==> src/rtl/lsu_queue_pkg.sv <==
// Shared definitions for the load/store queue: default widths, the queue
// entry record and a constructor for freshly enqueued entries.
package lsu_queue_pkg;

  localparam int lsu_addr_width_c = 32;
  localparam int lsu_data_width_c = 32;
  localparam int lsu_depth_c      = 4;
  localparam int lsu_rd_width_c   = 5;

  typedef logic [lsu_addr_width_c-1:0] lsu_addr_t;
  typedef logic [lsu_data_width_c-1:0] lsu_data_t;
  typedef logic [lsu_rd_width_c-1:0]   lsu_rd_t;

  // byte_op carries the byte_not_word flag ("byte" is a reserved word)
  typedef struct packed {
    logic      wen;
    logic      byte_op;
    lsu_addr_t addr;
    lsu_data_t wdata;
    lsu_rd_t   rd;
    logic      issued;
  } lsu_entry_t;

  function automatic lsu_entry_t lsu_make_entry(input logic      wen,
                                                input logic      byte_op,
                                                input lsu_addr_t addr,
                                                input lsu_data_t wdata,
                                                input lsu_rd_t   rd);
    lsu_entry_t e;
    e.wen     = wen;
    e.byte_op = byte_op;
    e.addr    = addr;
    e.wdata   = wdata;
    e.rd      = rd;
    e.issued  = 1'b0;
    return e;
  endfunction

endpackage

==> src/rtl/lsu_tag_fifo.sv <==
// Entry storage with head (retire), issue and tail (enqueue) pointers.
// Entries between head and issue are in flight; issue to tail are waiting.
module lsu_tag_fifo
  import lsu_queue_pkg::*;
#(
  parameter int depth_p = lsu_depth_c
) (
  input  logic                       clk,
  input  logic                       reset,
  input  logic                       i_enq,
  input  lsu_entry_t                 i_enq_entry,
  input  logic                       i_issue,
  input  logic                       i_retire,
  output logic                       o_full,
  output logic [$clog2(depth_p):0]   o_count,
  output logic                       o_iss_valid,
  output logic                       o_iss_wen,
  output logic                       o_iss_byte,
  output lsu_addr_t                  o_iss_addr,
  output lsu_data_t                  o_iss_wdata,
  output logic                       o_head_issued,
  output logic                       o_head_wen,
  output lsu_rd_t                    o_head_rd
);

  localparam int ptr_w_lp = $clog2(depth_p);
  localparam int cnt_w_lp = ptr_w_lp + 1;
  localparam logic [ptr_w_lp-1:0] ptr_one_lp = ptr_w_lp'(1);
  localparam logic [cnt_w_lp-1:0] cnt_one_lp = cnt_w_lp'(1);
  localparam logic [cnt_w_lp-1:0] cnt_max_lp = cnt_w_lp'(depth_p);

  lsu_entry_t            r_mem [depth_p];
  logic [ptr_w_lp-1:0]   r_head;
  logic [ptr_w_lp-1:0]   r_tail;
  logic [ptr_w_lp-1:0]   r_iss;
  logic [cnt_w_lp-1:0]   r_count;
  logic                  w_iss_occupied;

  // pointer and occupancy bookkeeping; depth is a power of 2 so wrap is free
  always_ff @(posedge clk) begin
    if (!reset) begin
      r_head  <= '0;
      r_tail  <= '0;
      r_iss   <= '0;
      r_count <= '0;
    end else begin
      if (i_enq)    r_tail <= r_tail + ptr_one_lp;
      if (i_issue)  r_iss  <= r_iss + ptr_one_lp;
      if (i_retire) r_head <= r_head + ptr_one_lp;
      case ({i_enq, i_retire})
        2'b10:   r_count <= r_count + cnt_one_lp;
        2'b01:   r_count <= r_count - cnt_one_lp;
        default: r_count <= r_count;
      endcase
    end
  end

  // entry payloads; only the issued flags need a defined reset value
  always_ff @(posedge clk) begin
    if (!reset) begin
      for (int i = 0; i < depth_p; i++) r_mem[i].issued <= 1'b0;
    end else begin
      if (i_enq)   r_mem[r_tail]       <= i_enq_entry;
      if (i_issue) r_mem[r_iss].issued <= 1'b1;
    end
  end

  assign o_full         = (r_count == cnt_max_lp);
  assign o_count        = r_count;
  assign w_iss_occupied = (r_iss != r_tail) | o_full;
  assign o_iss_valid    = w_iss_occupied & ~r_mem[r_iss].issued;
  assign o_iss_wen      = r_mem[r_iss].wen;
  assign o_iss_byte     = r_mem[r_iss].byte_op;
  assign o_iss_addr     = r_mem[r_iss].addr;
  assign o_iss_wdata    = r_mem[r_iss].wdata;
  assign o_head_issued  = (r_count != '0) & r_mem[r_head].issued;
  assign o_head_wen     = r_mem[r_head].wen;
  assign o_head_rd      = r_mem[r_head].rd;

endmodule

==> src/rtl/lsu_queue.sv <==
// In-order load/store queue: accepts LD/ST requests, issues them to data
// memory one at a time, and retires them in order as responses arrive.
module lsu_queue
  import lsu_queue_pkg::*;
#(
  parameter int addr_width_p = lsu_addr_width_c,
  parameter int data_width_p = lsu_data_width_c,
  parameter int depth_p      = lsu_depth_c,
  parameter int rd_width_p   = lsu_rd_width_c
) (
  input  logic                     clk,
  input  logic                     reset,
  input  logic                     req_valid_i,
  input  logic                     req_wen_i,
  input  logic                     req_byte_i,
  input  logic [addr_width_p-1:0]  req_addr_i,
  input  logic [data_width_p-1:0]  req_wdata_i,
  input  logic [rd_width_p-1:0]    req_rd_i,
  output logic                     req_ready_o,
  output logic                     mem_valid_o,
  output logic                     mem_wen_o,
  output logic                     mem_byte_o,
  output logic [addr_width_p-1:0]  mem_addr_o,
  output logic [data_width_p-1:0]  mem_wdata_o,
  input  logic                     mem_yumi_i,
  input  logic                     mem_rvalid_i,
  input  logic [data_width_p-1:0]  mem_rdata_i,
  output logic                     mem_yumi_o,
  output logic                     resp_valid_o,
  output logic                     resp_is_load_o,
  output logic [rd_width_p-1:0]    resp_rd_o,
  output logic [data_width_p-1:0]  resp_data_o,
  input  logic                     resp_yumi_i,
  output logic [$clog2(depth_p):0] count_o,
  output logic                     busy_o,
  output logic                     error_o
);

  logic       w_full;
  logic       w_enq;
  logic       w_issue;
  logic       w_retire;
  logic       w_iss_valid;
  logic       w_iss_wen;
  logic       w_iss_byte;
  lsu_addr_t  w_iss_addr;
  lsu_data_t  w_iss_wdata;
  logic       w_head_issued;
  logic       w_head_wen;
  lsu_rd_t    w_head_rd;
  lsu_entry_t w_enq_entry;
  logic       r_error;

  assign w_enq_entry = lsu_make_entry(req_wen_i, req_byte_i, lsu_addr_t'(req_addr_i),
                                      lsu_data_t'(req_wdata_i), lsu_rd_t'(req_rd_i));

  lsu_tag_fifo #(.depth_p(depth_p)) u_fifo (
    .clk           (clk),
    .reset         (reset),
    .i_enq         (w_enq),
    .i_enq_entry   (w_enq_entry),
    .i_issue       (w_issue),
    .i_retire      (w_retire),
    .o_full        (w_full),
    .o_count       (count_o),
    .o_iss_valid   (w_iss_valid),
    .o_iss_wen     (w_iss_wen),
    .o_iss_byte    (w_iss_byte),
    .o_iss_addr    (w_iss_addr),
    .o_iss_wdata   (w_iss_wdata),
    .o_head_issued (w_head_issued),
    .o_head_wen    (w_head_wen),
    .o_head_rd     (w_head_rd)
  );

  // ready depends only on registered occupancy, never on a same-cycle retire
  assign req_ready_o  = ~w_full;
  assign w_enq        = req_valid_i & ~w_full;
  assign mem_valid_o  = w_iss_valid;
  assign w_issue      = w_iss_valid & mem_yumi_i;
  assign resp_valid_o = mem_rvalid_i & w_head_issued;
  assign w_retire     = resp_valid_o & resp_yumi_i;
  assign mem_yumi_o   = w_retire;
  assign resp_data_o  = mem_rdata_i;
  assign busy_o       = (count_o != '0);
  assign error_o      = r_error;

  // memory request fields, held at zero when nothing is presentable
  always_comb begin
    mem_wen_o   = 1'b0;
    mem_byte_o  = 1'b0;
    mem_addr_o  = '0;
    mem_wdata_o = '0;
    if (w_iss_valid) begin
      mem_wen_o   = w_iss_wen;
      mem_byte_o  = w_iss_byte;
      mem_addr_o  = w_iss_addr[addr_width_p-1:0];
      mem_wdata_o = w_iss_wdata[data_width_p-1:0];
    end else begin
      mem_wen_o   = 1'b0;
      mem_byte_o  = 1'b0;
    end
  end

  // response tag fields for the head entry
  always_comb begin
    resp_is_load_o = 1'b0;
    resp_rd_o      = '0;
    if (resp_valid_o) begin
      resp_is_load_o = ~w_head_wen;
      resp_rd_o      = w_head_rd[rd_width_p-1:0];
    end else begin
      resp_is_load_o = 1'b0;
    end
  end

  // a response with nothing in flight is a sticky protocol error
  always_ff @(posedge clk) begin
    if (!reset) begin
      r_error <= 1'b0;
    end else if (mem_rvalid_i & ~w_head_issued) begin
      r_error <= 1'b1;
    end else begin
      r_error <= r_error;
    end
  end

endmodule

==> config.mk <==
export PLATFORM = sky130hd
export DESIGN_NAME = lsu_queue
export DESIGN_NICKNAME = d
export VERILOG_FILES = /design/src/rtl/lsu_queue_pkg.sv /design/src/rtl/lsu_tag_fifo.sv /design/src/rtl/lsu_queue.sv
export SDC_FILE = /design/constraint.sdc
export NUM_CORES = 1
export LEC_CHECK = 0
export ABC_CLOCK_PERIOD_IN_PS = 10270
export CAP_MARGIN = 20
export CELL_PAD_IN_SITES_DETAIL_PLACEMENT = 0
export CELL_PAD_IN_SITES_GLOBAL_PLACEMENT = 1
export CORE_ASPECT_RATIO = 0.8
export CORE_MARGIN = 10
export CORE_UTILIZATION = 40
export DETAILED_ROUTE_END_ITERATION = 12
export GPL_TIMING_DRIVEN = 1
export PLACE_DENSITY = 0.79
export SETUP_SLACK_MARGIN = 0.4
export SKIP_LAST_GASP = 1
export SYNTH_ARGS = -nofsm -noshare
export SYNTH_HDL_FRONTEND = slang
export SYNTH_SLANG_ARGS = --single-unit
==> constraint.sdc <==
create_clock -name clk -period 10.27 [get_ports clk]
set_clock_uncertainty 0.15 [all_clocks]
set_input_delay 2.054 -clock clk [delete_from_list [all_inputs] [get_ports clk]]
set_output_delay 2.054 -clock clk [all_outputs]
set_load 0.05 [all_outputs]
==> results of run 1 <==
-- area by class of cell --
type / count / share of cell area (%)
Sequential cell: 302 / 60.6
Multi-Input combinational cell: 212 / 17.8
Timing Repair Buffer: 166 / 11.2
Clock buffer: 39 / 5.62
Tap cell: 377 / 3.21
Clock inverter: 16 / 1.30
Inverter: 13 / 0.332
-- path summary, 6_finish.rpt --
check,to,slack (ns),cells after the start
max,resp_is_load_o,4.18,4
min,error_o,0.32,1
max reg2reg,u_fifo.o_count[2],7.39,9
min reg2reg,error_o,0.32,1
-- critical path: stages --
cell and delay [ns]:
sky130_fd_sc_hd__clkdlybuf4s50_1 0.52, sky130_fd_sc_hd__nand3_1 0.26, sky130_fd_sc_hd__nor2_1 0.21, sky130_fd_sc_hd__clkdlybuf4s50_1 0.83
-- sequential cells by signal, summed over array words and instances (netlist names), named ones only --
| register | count |
|---|---|
| u_fifo.r_iss | 2 |
| u_fifo.o_count | 3 |
| error_o | 1 |
| u_fifo.r_head | 2 |
| u_fifo.r_mem | 288 |
| u_fifo.r_tail | 2 |
-- stage by stage --
step	power [mW]	setup slack (ns)	hold slack [ns]	cell area [um^2]	cells
3_3_place_gp	2.20	4.21	0.299	13700	1070
6_report	3.26	4.18	0.319	14700	1125
5_1_grt	3.39	4.04	0.341	14700	1125
3_5_place_dp	2.20	4.15	0.306	13700	1070
4_1_cts	3.31	4.15	0.323	14700	1125
2_1_floorplan	1.98	2.10	0.303	11900	588
-- kinds of logic after synthesis --
kind of cell / after synthesis
AND/OR/NAND/NOR: 105
XOR/XNOR: 4
buffers and inverters: 74
AO/OA/AOI/OAI: 18
flip-flops: 302
multiplexers: 79
adder cells (fa/ha/maj): 6
-- synthesized netlist by cell type --
library cell / number / area share [%]
sky130_fd_sc_hd__dfxtp_1: 18 / 3.0
sky130_fd_sc_hd__o21a_1: 1 / 0.063
sky130_fd_sc_hd__and4_1: 1 / 0.074
sky130_fd_sc_hd__fa_1: 1 / 0.17
sky130_fd_sc_hd__o21ai_0: 3 / 0.13
sky130_fd_sc_hd__nor4_1: 2 / 0.11
sky130_fd_sc_hd__nand2b_1: 2 / 0.11
sky130_fd_sc_hd__nor2_1: 4 / 0.13
sky130_fd_sc_hd__mux4_2: 74 / 14
sky130_fd_sc_hd__mux2i_1: 5 / 0.42
sky130_fd_sc_hd__or3_1: 4 / 0.21
sky130_fd_sc_hd__buf_1: 2 / 0.063
sky130_fd_sc_hd__nor3_1: 2 / 0.084
sky130_fd_sc_hd__clkbuf_2: 1 / 0.042
sky130_fd_sc_hd__o22ai_1: 3 / 0.16
sky130_fd_sc_hd__buf_2: 7 / 0.29
sky130_fd_sc_hd__nand2_1: 15 / 0.47
sky130_fd_sc_hd__a21oi_1: 5 / 0.21
sky130_fd_sc_hd__xor2_1: 2 / 0.15
sky130_fd_sc_hd__ha_1: 5 / 0.53
sky130_fd_sc_hd__xnor2_1: 2 / 0.15
sky130_fd_sc_hd__a21boi_0: 1 / 0.063
sky130_fd_sc_hd__a311o_1: 1 / 0.084
sky130_fd_sc_hd__nor3b_2: 1 / 0.11
sky130_fd_sc_hd__o311ai_0: 1 / 0.074
sky130_fd_sc_hd__edfxtp_1: 284 / 72
sky130_fd_sc_hd__a31o_2: 2 / 0.15
sky130_fd_sc_hd__buf_4: 33 / 2.1
sky130_fd_sc_hd__buf_6: 5 / 0.47
sky130_fd_sc_hd__inv_1: 13 / 0.41
sky130_fd_sc_hd__and3_1: 1 / 0.053
sky130_fd_sc_hd__o21ai_1: 1 / 0.042
sky130_fd_sc_hd__nor2b_1: 71 / 3.7
sky130_fd_sc_hd__nand3_1: 1 / 0.042
sky130_fd_sc_hd__clkbuf_1: 13 / 0.41
sky130_fd_sc_hd__nand4_1: 1 / 0.053
-- per-layer routing --
layer	vias to the layer above	global-route usage (%)	part of all wire (%)
met5	-	0	0
met4	0	2.82	2.1
met3	41	3.99	7.6
met2	185	20.1	47
met1	2876	16.1	43
li1	2573	-	-
-- layout by cell type (no fill, tap or decap), types with 4 or more instances in the layout --
cell type / synthesis / layout
sky130_fd_sc_hd__mux4_2: 74 / 74
sky130_fd_sc_hd__clkbuf_16: 0 / 31
sky130_fd_sc_hd__mux2i_1: 5 / 5
sky130_fd_sc_hd__or3_1: 4 / 4
sky130_fd_sc_hd__nand2_1: 15 / 15
sky130_fd_sc_hd__buf_4: 33 / 9
sky130_fd_sc_hd__edfxtp_1: 284 / 284
sky130_fd_sc_hd__bufinv_16: 0 / 4
sky130_fd_sc_hd__a21oi_1: 5 / 5
sky130_fd_sc_hd__dfxtp_1: 18 / 16
sky130_fd_sc_hd__nor2_1: 4 / 4
sky130_fd_sc_hd__clkinv_1: 0 / 5
sky130_fd_sc_hd__inv_1: 13 / 13
sky130_fd_sc_hd__ha_1: 5 / 5
sky130_fd_sc_hd__clkdlybuf4s50_1: 0 / 157
sky130_fd_sc_hd__clkbuf_1: 13 / 6
sky130_fd_sc_hd__nor2b_1: 71 / 71
-- report_power, final --
part	internal [mW]	leakage (nW)	total, mW	switching, mW
logic	0.281	1.38	0.746	0.465
registers	1.38	2.73	1.41	0.0287
clock network	0.666	0.494	1.11	0.440
total	2.33	4.60	3.26	0.933
==> results_dict.tcl, run 1 <==
set metrics [dict create \
    run_status "completed" \
    fmax_ghz 0.164 \
    clk-insertion-delay-late_ns 0.54 \
    diodes 0 \
    clock_tree.root_cell "sky130_fd_sc_hd__clkbuf_16" \
    yosys_warnings 0 \
    end_kind "output pin" \
    cp.required_ns 8.07 \
    finalWeightedCongestion 0.703 \
    worstSetupStartpoint "mem_rvalid_i" \
    grt-ovfl-total 0 \
    row_count 56 \
    vias_per_cell 5.04 \
    startpoint_kind_of_the_worst_setup_timing_path "primary input" \
    grt_setup_unrepaired "false" \
    antenna_found_initial 2 \
    die_h_um 174 \
    wl_per_cell_um 20.8 \
    synth_cell_type_count 36 \
    clockBufferDepth 3 \
    timing.hold.worst.class "reg2reg" \
    total_area_of_multi_input_combinational_cells_mm2 0.00261 \
    cts_tree "done" \
    post_synth_xor_area_fraction_pct 0.294 \
    port_buffers 157 \
    clock_sink_count 302 \
    finalHoldViolCount 0 \
    first_pass_grt_wire_length_um 36400 \
    layout_min_cycle_time_ns 6.09 \
    tightestPinTransition_ns 0.962 \
    synth-seq-cells 302 \
    p_per_area_mw_per_mm2 222 \
    muxShareOfSynthArea_pct 14.4 \
    timing.max_slew.rel_slack_pct 35.4 \
    htree_levels 1 \
    timing.critical_path.arrival_ns 3.88 \
    initial_utilization_pct 40.6 \
    leakage_nw 4.60 \
    finish.utilization_pct 50.1 \
    syn_inst 588 \
    path_max_fanout 7 \
    synth.net_count 703 \
    route.antenna.remaining_nets 0 \
    final-seq-area_mm2 0.00890 \
    grt_start_max_net_pins 68 \
    initialDrtViolationCount 325 \
    grt_usage_pct 12.5 \
    hold_path.startpoint "error_o" \
    num-fill-cells 2400 \
    final_count_of_pins_violating_max_slew 0 \
    wl_um 23400 \
    period_share_pct 59.3 \
    final_layout_size_suffix_gt1_share_pct 18.2 \
    startpoint_of_the_worst_slack_reg_to_reg_timing_path "u_fifo.o_count[2]" \
    pin_count 222 \
    synth-simple-area-share_pct 5.16 \
    post_cts_resized 0 \
    critical_path_class "in2out" \
    tritoncts.num_buffers 31 \
    synth_compound_area_share_pct 0.967 \
    post_synth.cell_area_avg_um2 20.2 \
    maxCapViolations 0 \
    vdd_drop_max_uv 159 \
    postCtsSetupRepairBufs 0 \
    detailedRoute.firstPassIterationCount 4 \
    vias 5675 \
    setup-tns-final_ns 0 \
    first_global_vias 6155 \
    area_delta_synth_final_pct 23.4 \
    setup_violations 0 \
    clk_transition_reported_paths_ns 0.06 \
    synth_seq_area_share_pct 74.7 \
    nNetsFinal 841 \
    post_synth_fa_ha_maj_area_fraction_pct 0.694 \
    cts_hold_buf 0 \
    synth_top_family_by_area "multiplexers" \
    synth.cell_area_mm2 0.0119 \
    die_area_mm2 0.0371 \
    dp_hpwl_um 14300 \
    floorplan.core_area_mm2 0.0293 \
    remaining_drc_errors 0 \
    dieWidth_um 213 \
]
(Power assumes the default switching activity.)
==> run 2: changes to the inputs <==
ABC_CLOCK_PERIOD_IN_PS = 5400   (was 10270)
clock period = 5.4 ns   (was 10.27 ns; I/O delays follow)
==> run 2 against run 1 <==
Hold slack improved by 0.014 ns. Setup slack got worse by 3.3 ns. Register-to-register slack got worse by 4.8 ns. Combinational power increased by 93%. Via count decreased by 0.49%. Critical path depth unchanged. Power increased by 83%. Non-clock buffer count unchanged.
==> results_dict.tcl, run 2 (same netlist as run 1, synthesis figures left out) <==
set metrics [dict create \
    run_status "completed" \
    vias_per_cell 5.03 \
    postPlaceCellArea_mm2 0.0137 \
    first_global_vias 6136 \
    initialDrtViolationCount 306 \
    timing.max_slew.rel_slack_pct 43.8 \
    period_share_pct 83.4 \
    area_delta_synth_final_pct 22.8 \
    total_area_of_multi_input_combinational_cells_mm2 0.00263 \
    clock_tree.root_cell "sky130_fd_sc_hd__clkbuf_16" \
    layout_min_cycle_time_ns 4.51 \
    cpPeakStageDelay_ns 0.84 \
    grt_setup_unrepaired "false" \
    clk_transition_reported_paths_ns 0.06 \
    initial_utilization_pct 40.6 \
    largest_reg_by_ff_count "u_fifo.r_mem" \
    remaining_drc_errors 0 \
    dp_hpwl_um 14200 \
    end_kind "output pin" \
    cts_tree "done" \
    vdd_drop_max_uv 314 \
    wl_per_cell_um 20.6 \
    detailedRoute.firstPassIterationCount 5 \
    timing.hold.worst.class "reg2reg" \
    finalHoldViolCount 0 \
    dieWidth_um 213 \
    post_cts_resized 0 \
    wl_um 23100 \
    p_per_area_mw_per_mm2 407 \
    grt_start_max_net_pins 73 \
    vias 5647 \
    num-fill-cells 2399 \
    finalWeightedCongestion 0.706 \
    clock_sink_count 302 \
    nNetsFinal 839 \
    tightestPinTransition_ns 0.843 \
    power.share.clock_pct 31.3 \
    tritoncts.num_buffers 29 \
    grt_usage_pct 12.4 \
    final_cell_mix "sky130_fd_sc_hd__edfxtp_1, sky130_fd_sc_hd__clkdlybuf4s50_1, sky130_fd_sc_hd__mux4_2, sky130_fd_sc_hd__nor2b_1, sky130_fd_sc_hd__clkbuf_16" \
    clockBufferDepth 3 \
    startpoint_kind_of_the_worst_setup_timing_path "register" \
    maxCapViolations 0 \
    fin_area_mm2 0.0146 \
    setup_violations 0 \
    clk-insertion-delay-late_ns 0.55 \
    grt-ovfl-total 0 \
    cellInternalPower_mw 4.22 \
    floorplan.core_area_mm2 0.0293 \
    pin_count 222 \
    fmax_ghz 0.222 \
    combPwrFrac_pct 24.1 \
    setup-tns-final_ns 0 \
    antenna_found_initial 2 \
    final_layout_size_suffix_gt1_share_pct 17.9 \
    switching_power_mw 1.74 \
    cts_hold_buf 0 \
    final_count_of_pins_violating_max_slew 0 \
    timing.critical_path.arrival_ns 3.28 \
    layout.cells.most_common "sky130_fd_sc_hd__edfxtp_1" \
    postCtsSetupRepairBufs 0 \
    critPathSlowestCell "sky130_fd_sc_hd__clkdlybuf4s50_1" \
    port_buffers 157 \
    critical_path_class "reg2out" \
    first_pass_grt_wire_length_um 36100 \
    power.sequential.fraction_pct 44.6 \
    htree_levels 1 \
    row_count 56 \
    route.antenna.remaining_nets 0 \
    path_max_fanout 67 \
    largest_register_ffs 288 \
    critical_path_cell_sequence "mux4_2 > a31o_4 > nor2b_1 > clkdlybuf4s50_1" \
    leakage_nw 4.55 \
    final-seq-area_mm2 0.00890 \
    die_h_um 174 \
    die_area_mm2 0.0371 \
    switching_share_pct 29.2 \
    cp.required_ns 4.17 \
    total_power_mw 5.96 \
]
==> run 2: cell count changes in the layout (fill, tap and decap cells not counted), sizes merged <==
cell and delta:
clkinv +1, clkbuf -1, bufinv -3, inv -1, diode +1
==> run 2: worst paths after layout <==
path / slack (ns) / cells past startpoint / startpoint / endpoint
max: 0.89 / 4 / register / mem_wdata_o[12]
min: 0.33 / 1 / error_o / error_o
max reg2reg: 2.58 / 8 / register / u_fifo.o_count[2]
min reg2reg: 0.33 / 1 / error_o / error_o
==> run 2: worst max-delay path, delay by kind of cell, from the launching register on <==
family	cells	cell delay, ns
compound gates	1	0.46
mux	1	0.41
flops	1	0.70
simple gates	1	0.27
buf+inv	1	0.84
==> run 2: power by group through the flow <==
stage / clock (mW) / combinational (mW) / sequential [mW]
after global placement: 0 / 1.46 / 2.71
after global routing: 2.02 / 1.53 / 2.66
final: 1.86 / 1.44 / 2.66
after floorplan: 0 / 1.06 / 2.70
after CTS: 1.93 / 1.47 / 2.66
after detailed placement: 0 / 1.46 / 2.71
==> run 2: metrics by stage <==
stage / setup WS, ns / utilization [%] / cells / hold slack, ns
floorplan: -0.729 / - / 588 / 0.303
global placement: 1.30 / 46.9 / 1070 / 0.306
detailed placement: 1.29 / 46.9 / 1070 / 0.311
CTS: 0.765 / 49.9 / 1121 / 0.332
global route: 0.689 / 49.9 / 1121 / 0.339
finish: 0.895 / 49.9 / 1122 / 0.333
==> run 2: per-layer routing <==
metal / GRT usage, % / vias to the layer above / routed length, um
met5: 0 / - / 13
met4: 3.21 / 2 / 522
met3: 3.83 / 54 / 1830
met2: 19.7 / 180 / 10700
met1: 16.2 / 2848 / 10000
li1: - / 2563 / -
==> run 2: cell type report <==
cell class	instances	area share, %
antenna	1	0.0171
clock buffer	38	5.26
clock inverter	13	0.719
inverter	13	0.334
multi-input combinational	212	18.0
sequential	302	60.8
tap	377	3.23
timing repair buffer	166	11.6
